File: src/rtl/atp_payment_ctrl.sv
// ATP kiosk payment controller: bill capture, cash/UPI payment, change, refund and receipt.
// Optional card payment path is compiled in when ATP_CARD_PAY_EN is defined.
module atp_payment_ctrl #(
  parameter int unsigned AMT_W       = 16,
  parameter int unsigned NOTE_W      = 8,
  parameter int unsigned TIMEOUT_CYC = 1000,
  parameter int unsigned MAX_RETRY   = 3
) (
  input  logic              clk,
  input  logic              reset,
  input  logic              place_bill,
  input  logic              scan_valid,
  input  logic [AMT_W-1:0]  scan_amount,
  input  logic              sel_cash,
  input  logic              sel_upi,
  input  logic              note_valid,
  input  logic [NOTE_W-1:0] note_value,
  input  logic              upi_ok,
  input  logic              upi_fail,
  input  logic              cancel,
  input  logic              printer_ack,
  input  logic              refund_ack,
`ifdef ATP_CARD_PAY_EN
  input  logic              sel_card,
  input  logic              card_ok,
  input  logic              card_fail,
  output logic              card_prompt,
`endif
  output logic              accept_cash,
  output logic              display_qr,
  output logic              display_amount,
  output logic              display_instructions,
  output logic              complete_txn,
  output logic              print_receipt,
  output logic [AMT_W-1:0]  change_amount,
  output logic              refund_valid,
  output logic [AMT_W-1:0]  refund_amount,
  output logic [AMT_W-1:0]  paid_total,
  output logic              busy
);

  localparam int unsigned TW = $clog2(TIMEOUT_CYC);
  localparam int unsigned RW = (MAX_RETRY < 2) ? 1 : $clog2(MAX_RETRY + 1);
  localparam logic [TW-1:0] TimerLoad = TW'(TIMEOUT_CYC - 1);

  typedef enum logic [3:0] {
    StIdle   = 4'd0,
    StScan   = 4'd1,
    StSelect = 4'd2,
    StCash   = 4'd3,
    StUpi    = 4'd4,
    StDone   = 4'd5,
    StPrint  = 4'd6,
`ifdef ATP_CARD_PAY_EN
    StRefund = 4'd7,
    StCard   = 4'd8
`else
    StRefund = 4'd7
`endif
  } state_t;

  state_t           state, stateN, abortTo;
  logic [AMT_W-1:0] billAmt, billN, paidN, changeN, noteTotal;
  logic [AMT_W:0]   noteSum;
  logic [TW-1:0]    timer, timerN;
  logic [RW-1:0]    retryCnt, retryN;
  logic             payOk, payFail;

  always_comb begin
    stateN  = state;
    billN   = billAmt;
    paidN   = paid_total;
    timerN  = timer;
    retryN  = retryCnt;
    changeN = change_amount;

    noteSum   = {1'b0, paid_total} + {1'b0, AMT_W'(note_value)};
    noteTotal = noteSum[AMT_W] ? '1 : noteSum[AMT_W-1:0];
    abortTo   = (paid_total != '0) ? StRefund : StIdle;

`ifdef ATP_CARD_PAY_EN
    payOk   = (state == StCard) ? card_ok : upi_ok;
    payFail = (state == StCard) ? card_fail : upi_fail;
`else
    payOk   = upi_ok;
    payFail = upi_fail;
`endif

    case (state)
      StIdle: if (place_bill) stateN = StScan;
      StScan: begin
        if (scan_valid) begin
          billN = scan_amount;
          if (scan_amount == '0) begin
            stateN  = StDone;
            changeN = '0;
          end else begin
            stateN = StSelect;
            timerN = TimerLoad;
          end
        end
      end
      StSelect: begin
        if (cancel) begin
          stateN = abortTo;
        end else if (sel_cash) begin
          stateN = StCash;
          timerN = TimerLoad;
        end else if (sel_upi) begin
          stateN = StUpi;
          timerN = TimerLoad;
`ifdef ATP_CARD_PAY_EN
        end else if (sel_card) begin
          stateN = StCard;
          timerN = TimerLoad;
`endif
        end else if (timer == '0) begin
          stateN = abortTo;
        end else begin
          timerN = timer - 1'b1;
        end
      end
      StCash: begin
        if (note_valid) paidN = noteTotal;
        // A note arriving with cancel is banked before the refund is decided.
        if (cancel) begin
          stateN = (paidN != '0) ? StRefund : StIdle;
        end else if (note_valid) begin
          timerN = TimerLoad;
          if (noteTotal >= billAmt) begin
            stateN  = StDone;
            changeN = noteTotal - billAmt;
          end
        end else if (timer == '0) begin
          stateN = abortTo;
        end else begin
          timerN = timer - 1'b1;
        end
      end
`ifdef ATP_CARD_PAY_EN
      StUpi, StCard: begin
`else
      StUpi: begin
`endif
        if (payOk) begin
          stateN  = StDone;
          changeN = '0;
        end else if (cancel) begin
          stateN = abortTo;
        end else if (payFail) begin
          retryN = retryCnt + 1'b1;
          timerN = TimerLoad;
          if (retryN == RW'(MAX_RETRY)) stateN = StIdle;
        end else if (timer == '0) begin
          stateN = abortTo;
        end else begin
          timerN = timer - 1'b1;
        end
      end
      StDone:  stateN = StPrint;
      StPrint: if (printer_ack) stateN = StIdle;
      StRefund: begin
        if (refund_ack) stateN = StIdle;
      end
      default: stateN = StIdle;
    endcase

    // Every return to idle starts the next transaction from a clean slate.
    if (stateN == StIdle) begin
      paidN   = '0;
      changeN = '0;
      retryN  = '0;
      billN   = '0;
    end
  end

  always_ff @(posedge clk) begin
    if (!reset) begin
      state                <= StIdle;
      billAmt              <= '0;
      timer                <= '0;
      retryCnt             <= '0;
      paid_total           <= '0;
      change_amount        <= '0;
      refund_amount        <= '0;
      accept_cash          <= 1'b0;
      display_qr           <= 1'b0;
      display_amount       <= 1'b0;
      display_instructions <= 1'b0;
      complete_txn         <= 1'b0;
      print_receipt        <= 1'b0;
      refund_valid         <= 1'b0;
      busy                 <= 1'b0;
`ifdef ATP_CARD_PAY_EN
      card_prompt          <= 1'b0;
`endif
    end else begin
      state                <= stateN;
      billAmt              <= billN;
      timer                <= timerN;
      retryCnt             <= retryN;
      paid_total           <= paidN;
      change_amount        <= changeN;
      refund_amount        <= (stateN == StRefund) ? paidN : '0;
      accept_cash          <= (stateN == StCash);
      display_qr           <= (stateN == StUpi);
`ifdef ATP_CARD_PAY_EN
      display_amount       <= (stateN == StSelect) || (stateN == StCash) ||
                              (stateN == StUpi) || (stateN == StCard);
      card_prompt          <= (stateN == StCard);
`else
      display_amount       <= (stateN == StSelect) || (stateN == StCash) || (stateN == StUpi);
`endif
      display_instructions <= (stateN == StSelect);
      complete_txn         <= (stateN == StDone);
      print_receipt        <= (stateN == StPrint);
      refund_valid         <= (stateN == StRefund);
      busy                 <= (stateN != StIdle);
    end
  end

endmodule

File: config.mk
export PLATFORM = sky130hd
export DESIGN_NAME = atp_payment_ctrl
export DESIGN_NICKNAME = d
export VERILOG_FILES = /design/src/rtl/atp_payment_ctrl.sv
export SDC_FILE = /design/constraint.sdc
export NUM_CORES = 1
export LEC_CHECK = 0
export ABC_AREA = 1
export CAP_MARGIN = 15
export CORE_UTILIZATION = 45
export DETAILED_ROUTE_END_ITERATION = 6
export PLACE_DENSITY = 0.68
export SLEW_MARGIN = 0
export SYNTH_ARGS = -nofsm -noshare
export SYNTH_HDL_FRONTEND = slang
export SYNTH_SLANG_ARGS = --single-unit
export TNS_END_PERCENT = 30
File: constraint.sdc
create_clock -name clk -period 5.45 [get_ports clk]
set_input_delay 1.09 -clock clk [delete_from_list [all_inputs] [get_ports clk]]
set_output_delay 1.09 -clock clk [all_outputs]
set_load 0.05 [all_outputs]
Word level (Yosys, flattened, before mapping)
Index checks and enable logic that the tools add are counted.
{"block": "word_totals", "output_inout_bits": 56, "reg_bits": 88}
{"block": "classes", "n_addsub": 4, "n_lt_le_gt_ge": 1, "n_reduce_logical": 17, "bitwise_logic": 3, "muxes": 43, "eq_ne": 24}
{"op": "$mux W16", "n": 11}
{"op": "$mux W10", "n": 11}
{"op": "$mux W4", "n": 15}
{"op": "$pmux W16 S3", "n": 1}
{"op": "$pmux W10 S4", "n": 1}
{"op": "$eq A4 B3 Y1 const B", "n": 8}
{"op": "$pmux W4 S8", "n": 1}
{"op": "$reduce_bool A16 Y1", "n": 2}
{"op": "$ne A2 B2 Y1 const B", "n": 10}
{"op": "$add A16 B8 Y17", "n": 1}
{"op": "$eq A4 B2 Y1 const B", "n": 4}
{"op": "$ge A16 B16 Y1", "n": 1}
{"op": "$logic_not A16 Y1", "n": 1}
{"op": "$sub A16 B16 Y16", "n": 1}
{"op": "$reduce_and A7 Y1", "n": 2}
{"op": "$logic_not A10 Y1", "n": 1}
{"op": "$sub A10 B1 Y10 const B", "n": 1}
{"op": "$mux W3", "n": 3}
{"op": "$logic_not A4 Y1", "n": 2}
{"op": "$reduce_bool A4 Y1", "n": 2}
{"op": "$eq A4 B1 Y1 const B", "n": 1}
{"op": "$reduce_and A2 Y1", "n": 2}
{"op": "$reduce_and A4 Y1", "n": 1}
{"op": "$not A1 Y1", "n": 3}
{"op": "other kinds (5)", "n": 6}

Logic depth before layout (Yosys ltp)
Gate-level depths: netlist of the first run.
{"block": "depth", "word_depth": 11, "depth_mapped": 25, "depth_no_buf": 24}

Worst setup path before layout of the first run
No wires, ideal clock.
{"block": "synth_timing", "path_kind": "input -> register", "startpoint": "in note_value[0]", "endpoint": "reg retryCnt[0]", "path_slack_ps": 1116, "t_required_ps": 5334, "t_arrival_ps": 4218, "setup_time_ps": 116, "cell_stages": 24, "cell_sequence": "ha_1 fa_1 nand2_1 nand2_1 nand3_2 nand2_4 nand2_8 buf_8 nand2_1 ha_1 nand2_1 o21ai_0 nand2_1 nand2_1 nand2_1 nand3_1 inv_1 a21oi_1 nor2_1 nor2_2 nand3_4 nand2_4 buf_8 nor2_2"}
{"block": "synth_via", "elab_chain_len": 10}
{"element": "from (decl)", "line_no": "17", "source": "input logic [NOTE_W-1:0] note_value,"}
{"element": "$add A16 B8 Y17 *", "line_no": "77", "source": "noteSum = {1'b0, paid_total} + {1'b0, AMT_W'(note_value)};"}
{"element": "$mux W16 *", "line_no": "78", "source": "noteTotal = noteSum[AMT_W] ? '1 : noteSum[AMT_W-1:0];"}
{"element": "branches (longest 4 deep; another with $ge A16 B16 Y1)"}
{"element": "$mux W4 *", "line_no": "126", "source": "if (cancel) begin"}
{"element": "$pmux W4 S8 *", "line_no": "89", "source": "case (state)"}
{"element": "$logic_not A4 Y1 *", "line_no": "169", "source": "if (stateN == StIdle) begin"}
{"element": "$reduce_or A2 Y1 (no line) *"}
{"element": "to (signal assigned)", "line_no": "201", "source": "retryCnt <= retryN;"}
{"element": "to (decl)", "line_no": "66", "source": "logic [RW-1:0] retryCnt, retryN;"}
Every way passes the cells marked *. The select of a mux whose other input is x is not followed.
A chain may end at the register's enable or synchronous reset.

Final worst setup path of the first run
{"block": "layout_timing", "startpoint": "in note_value[0]", "endpoint": "reg paid_total[6]"}
{"block": "layout_via", "elab_chain_len": 10}
{"element": "$add A16 B8 Y17 *", "line_no": "77"}
{"element": "$mux W16 *", "line_no": "78"}
{"element": "branches (longest 7 deep; another with $ge A16 B16 Y1)"}
{"element": "$mux W16 *", "line_no": "169"}
{"element": "to (signal assigned)", "line_no": "202", "source": "paid_total <= paidN;"}
{"element": "to (decl)", "line_no": "38", "source": "output logic [AMT_W-1:0] paid_total,"}
Marks and branches as above.

==> results of run 1 <==
-- per-layer routing --
metal	vias to the layer above	GRT usage, %	wire (um)
met5	-	0	0
met4	0	10.9	430
met3	29	5.15	1040
met2	190	40.0	7000
met1	2503	33.8	7360
li1	2984	-	-
-- state kept, by name (all words and copies together), names as in the netlist --
signal and cells:
timer 10, complete_txn 1, display_instructions 1, refund_amount 16, print_receipt 1, busy 1, change_amount 16, display_qr 1
display_amount 1, paid_total 16, retryCnt 2, accept_cash 1, state 4, refund_valid 1, billAmt 16
-- cell usage in the layout, fill, tap and decap left out, drive strengths merged, types with 2 or more instances in the layout --
| cell | Yosys | final |
|---|---|---|
| xnor2 | 6 | 6 |
| nor4 | 2 | 2 |
| nor2 | 148 | 148 |
| a21o | 2 | 2 |
| nand2 | 227 | 227 |
| nand4 | 9 | 9 |
| inv | 134 | 135 |
| o211ai | 2 | 2 |
| dfxtp | 88 | 88 |
| a31oi | 7 | 7 |
| a221oi | 4 | 4 |
| clkinv | 0 | 5 |
| clkbuf | 12 | 9 |
| xor2 | 10 | 10 |
| buf | 7 | 9 |
| clkdlybuf4s50 | 0 | 91 |
| o22ai | 2 | 2 |
| o21bai | 3 | 3 |
| o21ai | 64 | 64 |
| nand3 | 65 | 65 |
| nor3 | 9 | 9 |
| ha | 26 | 26 |
| o31ai | 2 | 2 |
| fa | 2 | 2 |
| a21oi | 37 | 37 |
-- worst min-delay path by stage --
stage | cells past startpoint | end
6_report | 1 | timer[4]$_SDFFE_PN0P_
5_1_grt | 1 | timer[4]$_SDFFE_PN0P_
4_1_cts | 1 | timer[4]$_SDFFE_PN0P_
3_5_place_dp | 1 | timer[4]$_SDFFE_PN0P_
3_3_place_gp | 1 | timer[4]$_SDFFE_PN0P_
2_1_floorplan | 1 | timer[4]$_SDFFE_PN0P_
-- where the power goes --
part | internal [W] | switching [W]
combinational | 0.0000811 | 0.000129
clock | 0.000313 | 0.000275
sequential | 0.000649 | 0.00000472
-- area by class of cell --
type | instances | area share (%)
clock buffer | 9 | 3.20
timing repair buffer | 100 | 14.3
clock inverter | 7 | 0.801
tap | 168 | 2.99
multi-input combinational | 640 | 46.5
sequential | 88 | 25.1
inverter | 134 | 7.16
-- worst reg2reg max path, delay by kind of cell (launching register included) --
kind / cells / cell delay, ns
simple gates: 16 / 1.70
compound gates: 2 / 0.47
flops: 1 / 0.44
fa+ha+maj: 4 / 1.15
buf+inv: 3 / 0.37
-- metrics by stage --
step / std cells / hold WS (ns)
2_1_floorplan: 881 / 0.428
3_3_place_gp: 1130 / 0.441
3_5_place_dp: 1130 / 0.453
4_1_cts: 1146 / 0.463
5_1_grt: 1146 / 0.470
6_report: 1146 / 0.462
-- cells by family (layout without fill, tap and decap cells) --
logic type | count (synthesis) | count (layout) | share of synthesized area (%)
compound gates | 129 | 129 | 12.7
xor+xnor | 16 | 16 | 2.48
fa+ha+maj | 28 | 28 | 6.47
buf+inv | 153 | 250 | 10.9
flops | 88 | 88 | 31.2
mux | 1 | 1 | 0.177
other cells | 1 | 1 | 0.0664
simple gates | 465 | 465 | 36.0
==> summary.md, run 1 <==
| Metric | Value |
|---|---|
| DRT Wirelength | `15,800 um` |
| Routed vias | `5,706` |
| Leak Pwr | `around 3.3 nW` |
| Largest net degree at the start of global routing | `33` |
| RSZ-0062 raised after global routing | `no` |
| Initial Utilization | `46.6%` |
| Worst endpoint data arrival time | `5.19 ns` |
| Utilization after layout | `58.0%` |
| Latest clock arrival within the worst-skew pair | `0.35 ns` |
| Total GRT Usage | `approximately a quarter` |
| Top Family by Delay on Critical Path | `simple AND/OR/NAND/NOR gates` |
| Initial antenna violation count | `0` |
| FF-to-FF Start | `paid_total[0]$_SDFF_PN0_` |
| Post-CTS setup buffers | `0` |
| Setup TNS | `0 ns` |
| Hold Path Class | `reg2reg` |
| Max frequency | `204 MHz` |
| Min Clock Period, post-route | `4.91 ns` |
| Syn_nets | `945` |
| Die width | `between 100 and 150 um` |
| DRT iter0 DRCs | `366` |
| Area Growth Syn to Fin | `24.4%` |
| Cell variety after synth | `50` |
| Synth Warn # | `0` |
| Post-synthesis sequential area ratio | `a little under a third` |
| Post-Syn Instances | `881` |
| Post-synth top area share | `a little under a third` |
| Num CTS Buffers | `9` |
| CP Class | `in2reg` |
| # hold bufs at CTS | `0` |
| Fraction of registers with async set/reset | `0%` |
| IO buf count | `91` |
| Final setup viols | `0` |
| Fillers | `1,235` |
| CP max stage cell | `clkdlybuf4s50_1` |
| Global-route wire length before repair | `25,600 um` |
| Power Density | `206 nW/um2` |
| Grt ovf | `0` |
| FF-to-FF End | `paid_total[6]$_SDFF_PN0_` |
| Top cells by area, synth | `dfxtp_1 31%, nand2_1 15%, inv_1 8.6%` |
| Finished Cell Area | `between 7000 and 8000 um2` |
| Top post-synthesis cells by count | `222 x nand2_1, 129 x inv_1, 128 x nor2_1, 88 x dfxtp_1` |
| CTS tree | `done` |
| Antenna Nets Post-Route | `0` |
| Syn avg cell area | `6.41 um2` |
| Reg-to-reg slack, setup | `1.25 ns` |
| Synthesized cell area | `5650 um2` |
| Num ports | `92` |
| Seq cells post-synth | `88` |
| Hold Crit Start | `timer[4]$_SDFFE_PN0P_` |
| Multi-input logic area | `~3300 um2` |
| Vias in the first global route | `5,189` |
| Antenna diodes | `0` |
| Die area | `13,000 um2` |
| Worst setup EP type | `flip-flop` |
| DP Area | `6750 um2` |
| Final Total Pwr | `0.00145 W` |
| VDD IR-drop max | `~0.14 mV` |
| Worst path depth | `26` |
| Average vias per placed instance | `4.98` |
| # DRC | `0` |
| DP HPWL | `12,300 um` |
| Critical Path End | `paid_total[6]$_SDFF_PN0_` |
| Largest fanout on the critical path | `19` |
| Num rows | `40` |
| Status | `finished clean` |
| Max-capacitance violation count | `0` |
| Reg2Reg Depth | `25` |
| Max Slew Vio Count | `0` |
| GPL Wtd Cong | `around 0.95` |
| Worst path bufs/invs | `4` |
| Area leader, netlist | `dfxtp_1` |
| Most used DFF post-synth | `dfxtp_1` |
| Worst Tran Pin Value | `0.939 ns` |
| Clock skew | `roughly 0.0063 ns` |
| Clk pin slew, worst setup/hold paths | `0.07 ns` |
| TritonRoute pass-1 iters | `5` |
| Crit path largest cell delay | `0.46 ns` |
| H-tree levels | `3` |
| Pre-CTS setup slack | `roughly 0.21 ns` |
| Total core area | `between 10,000 and 15,000 um2` |
| Layout cells sized above 1 | `under 10%` |
| CP Launch Type | `input port` |
| Fin nets | `1,037` |
| Post-synth EDFFs | `0` |
| Register area | `1760 um2` |
| Final Hold Viols | `0` |
| Root buffer cell | `clkbuf_16` |
| Detailed-route wire length per cell | `13.8 um` |
| Max Buffers Root-to-Sink | `2` |
| TritonCTS Sinks | `88` |
| CP startpoint | `note_value[0]` |
| Rel. slew slack | `a little under two fifths` |
| Tcrit/Tclk final | `90.0%` |
| Die H | `114 um` |
| CP dominant cell by count | `nand2_1` |
| Top-count cell post-synth | `nand2_1` |
| Setup slack after layout | `0.544 ns` |
| Resized cells post-CTS | `0` |
| Critical path required time | `5.73 ns` |
Power figures use the tool's default switching activity.
==> run 2: changes to the inputs <==
REMOVE_ABC_BUFFERS = 1   (was not set)
SLEW_MARGIN = 20   (was 0)
==> run 2 against run 1 <==
Compared with the run above: maximum frequency is 0.60% lower; sequential power hardly changed; highest routed layer unchanged; power is 0.56% lower.
==> summary.md, run 2 (synthesis gave the netlist of run 1 again) <==
| Metric | Value |
|---|---|
| Layout cells sized above 1 | `6.44%` |
| Hold WS | `0.460 ns` |
| Total GRT Usage | `24.7%` |
| Initial Utilization | `46.6%` |
| Worst setup EP type | `flip-flop` |
| Fin nets | `1,038` |
| Worst endpoint data arrival time | `5.14 ns` |
| Area Growth Syn to Fin | `24.2%` |
| Setup TNS | `0 ns` |
| FF-to-FF Start | `paid_total[0]$_SDFF_PN0_` |
| Grt ovf | `0` |
| GPL Wtd Cong | `0.938` |
| Max Slew Vio Count | `0` |
| Num CTS Buffers | `9` |
| Global-route wire length before repair | `25,400 um` |
| TritonRoute pass-1 iters | `5` |
| Die area | `13,000 um2` |
| Clk pin slew, worst setup/hold paths | `about 0.060 ns` |
| Final setup viols | `0` |
| Detailed-route wire length per cell | `13.2 um` |
| Top Family by Delay on Critical Path | `simple AND/OR/NAND/NOR gates` |
| Num ports | `92` |
| CTS tree | `done` |
| Resized cells post-CTS | `0` |
| Leading cell type in the layout, fill and taps excluded | `nand2_1` |
| H-tree levels | `3` |
| Leak Pwr | `3.32 nW` |
| # hold bufs at CTS | `0` |
| Clock skew | `about 0.0059 ns` |
| Die H | `114 um` |
| Routed vias | `5,693` |
| RSZ-0062 raised after global routing | `no` |
| Average vias per placed instance | `4.97` |
| Num rows | `40` |
| # DRC | `0` |
| Initial antenna violation count | `0` |
| Tcrit/Tclk final | `90.6%` |
| Rel. slew slack | `38.9%` |
| CP startpoint | `note_value[0]` |
| CP dominant cell by count | `nand2_1` |
| TritonCTS Sinks | `a little under 90` |
| Largest net degree at the start of global routing | `36` |
| IO buf count | `91` |
| Worst Tran Pin Value | `0.915 ns` |
| Post-CTS setup buffers | `0` |
| Largest fanout on the critical path | `19` |
| Crit path largest cell delay | `0.42 ns` |
| Fillers | `around 1,300` |
| Cell Chain, Critical Path | `clkdlybuf4s50_1, ha_1, fa_1, nand2_1, nand2_1, nand3_2, nand2_4, nand2_8, nand2_1, ha_1, inv_1, nor3_1, nand2_1, nand2_1, nand2_1, nand3_1, inv_1, a21oi_1, nor2_1, nor2_2, nand3_4, buf_4, nand2_1, nor2_1` |
| Latest clock arrival within the worst-skew pair | `around 0.35 ns` |
| Antenna diodes | `0` |
| Max frequency | `203 MHz` |
| Root buffer cell | `clkbuf_16` |
| DRT iter0 DRCs | `550` |
| Status | `finished clean` |
| Total core area | `roughly 12,000 um2` |
| VDD IR-drop max | `0.168 mV` |
| DRT Wirelength | `15,100 um` |
| Min Clock Period, post-route | `4.94 ns` |
| DP HPWL | `11,700 um` |
| CP Class | `in2reg` |
| Die width | `~110 um` |
| CP Launch Type | `input port` |
| Vias in the first global route | `5,314` |
| Most frequent cells in the layout | `222 x nand2_1, 129 x inv_1, 128 x nor2_1` |
| Max Buffers Root-to-Sink | `2` |
| Power Density | `approximately 210 nW/um2` |
| Worst path bufs/invs | `4` |
| CP max stage cell | `fa_1` |
| Critical path required time | `5.65 ns` |
| Max-capacitance violation count | `0` |
| Final Hold Viols | `0` |
| Antenna Nets Post-Route | `0` |
| Hold Crit Start | `timer[4]$_SDFFE_PN0P_` |
| Hold Path Class | `reg2reg` |
[run 2: report_power, final]
group	switching, W	leakage, nW	internal, W	total, W
clock network	0.000250	0.134	0.000330	0.000580
registers	0.00000487	0.710	0.000650	0.000655
logic	0.000129	2.47	0.0000797	0.000209
[run 2: stage by stage]
step           instance area, um2  std cells  setup WS [ns]  total power, W  utilization (%)
2_1_floorplan                5530        862          0.992        0.000798                -
3_3_place_gp                 6740       1131          0.254        0.000876             55.7
3_5_place_dp                 6740       1131          0.221        0.000875             55.7
4_1_cts                      7020       1146          0.549         0.00145             57.9
5_1_grt                      7020       1146         0.0438         0.00150             57.9
6_report                     7020       1146          0.515         0.00144             57.9
[run 2: path summary, 6_finish.rpt]
check	cells after the start	endpoint	slack, ns
max	24	paid_total[13]$_SDFF_PN0_	0.51
min	1	timer[4]$_SDFFE_PN0P_	0.46
max reg2reg	24	paid_total[13]$_SDFF_PN0_	1.30
min reg2reg	1	timer[4]$_SDFFE_PN0P_	0.46
[run 2: area by class of cell]
type / instances / area (um2) / share of cell area, %
multi-input cells: 640 / 3270 / 46.6
flip-flops and latches: 88 / 1760 / 25.1
repair buffers: 101 / 998 / 14.2
inverters: 134 / 503 / 7.17
clock buffers: 12 / 256 / 3.66
well taps: 168 / 210 / 3.00
clock inverters: 3 / 17.5 / 0.250
[run 2: layer usage]
metal | part of all wire, % | vias to the layer above | global-route usage (%)
met2 | 43 | 189 | 37.8
met4 | 2.2 | 0 | 10.6
li1 | - | 2986 | -
met1 | 49 | 2498 | 34.0
met3 | 5.9 | 20 | 4.20
met5 | 0 | - | 0
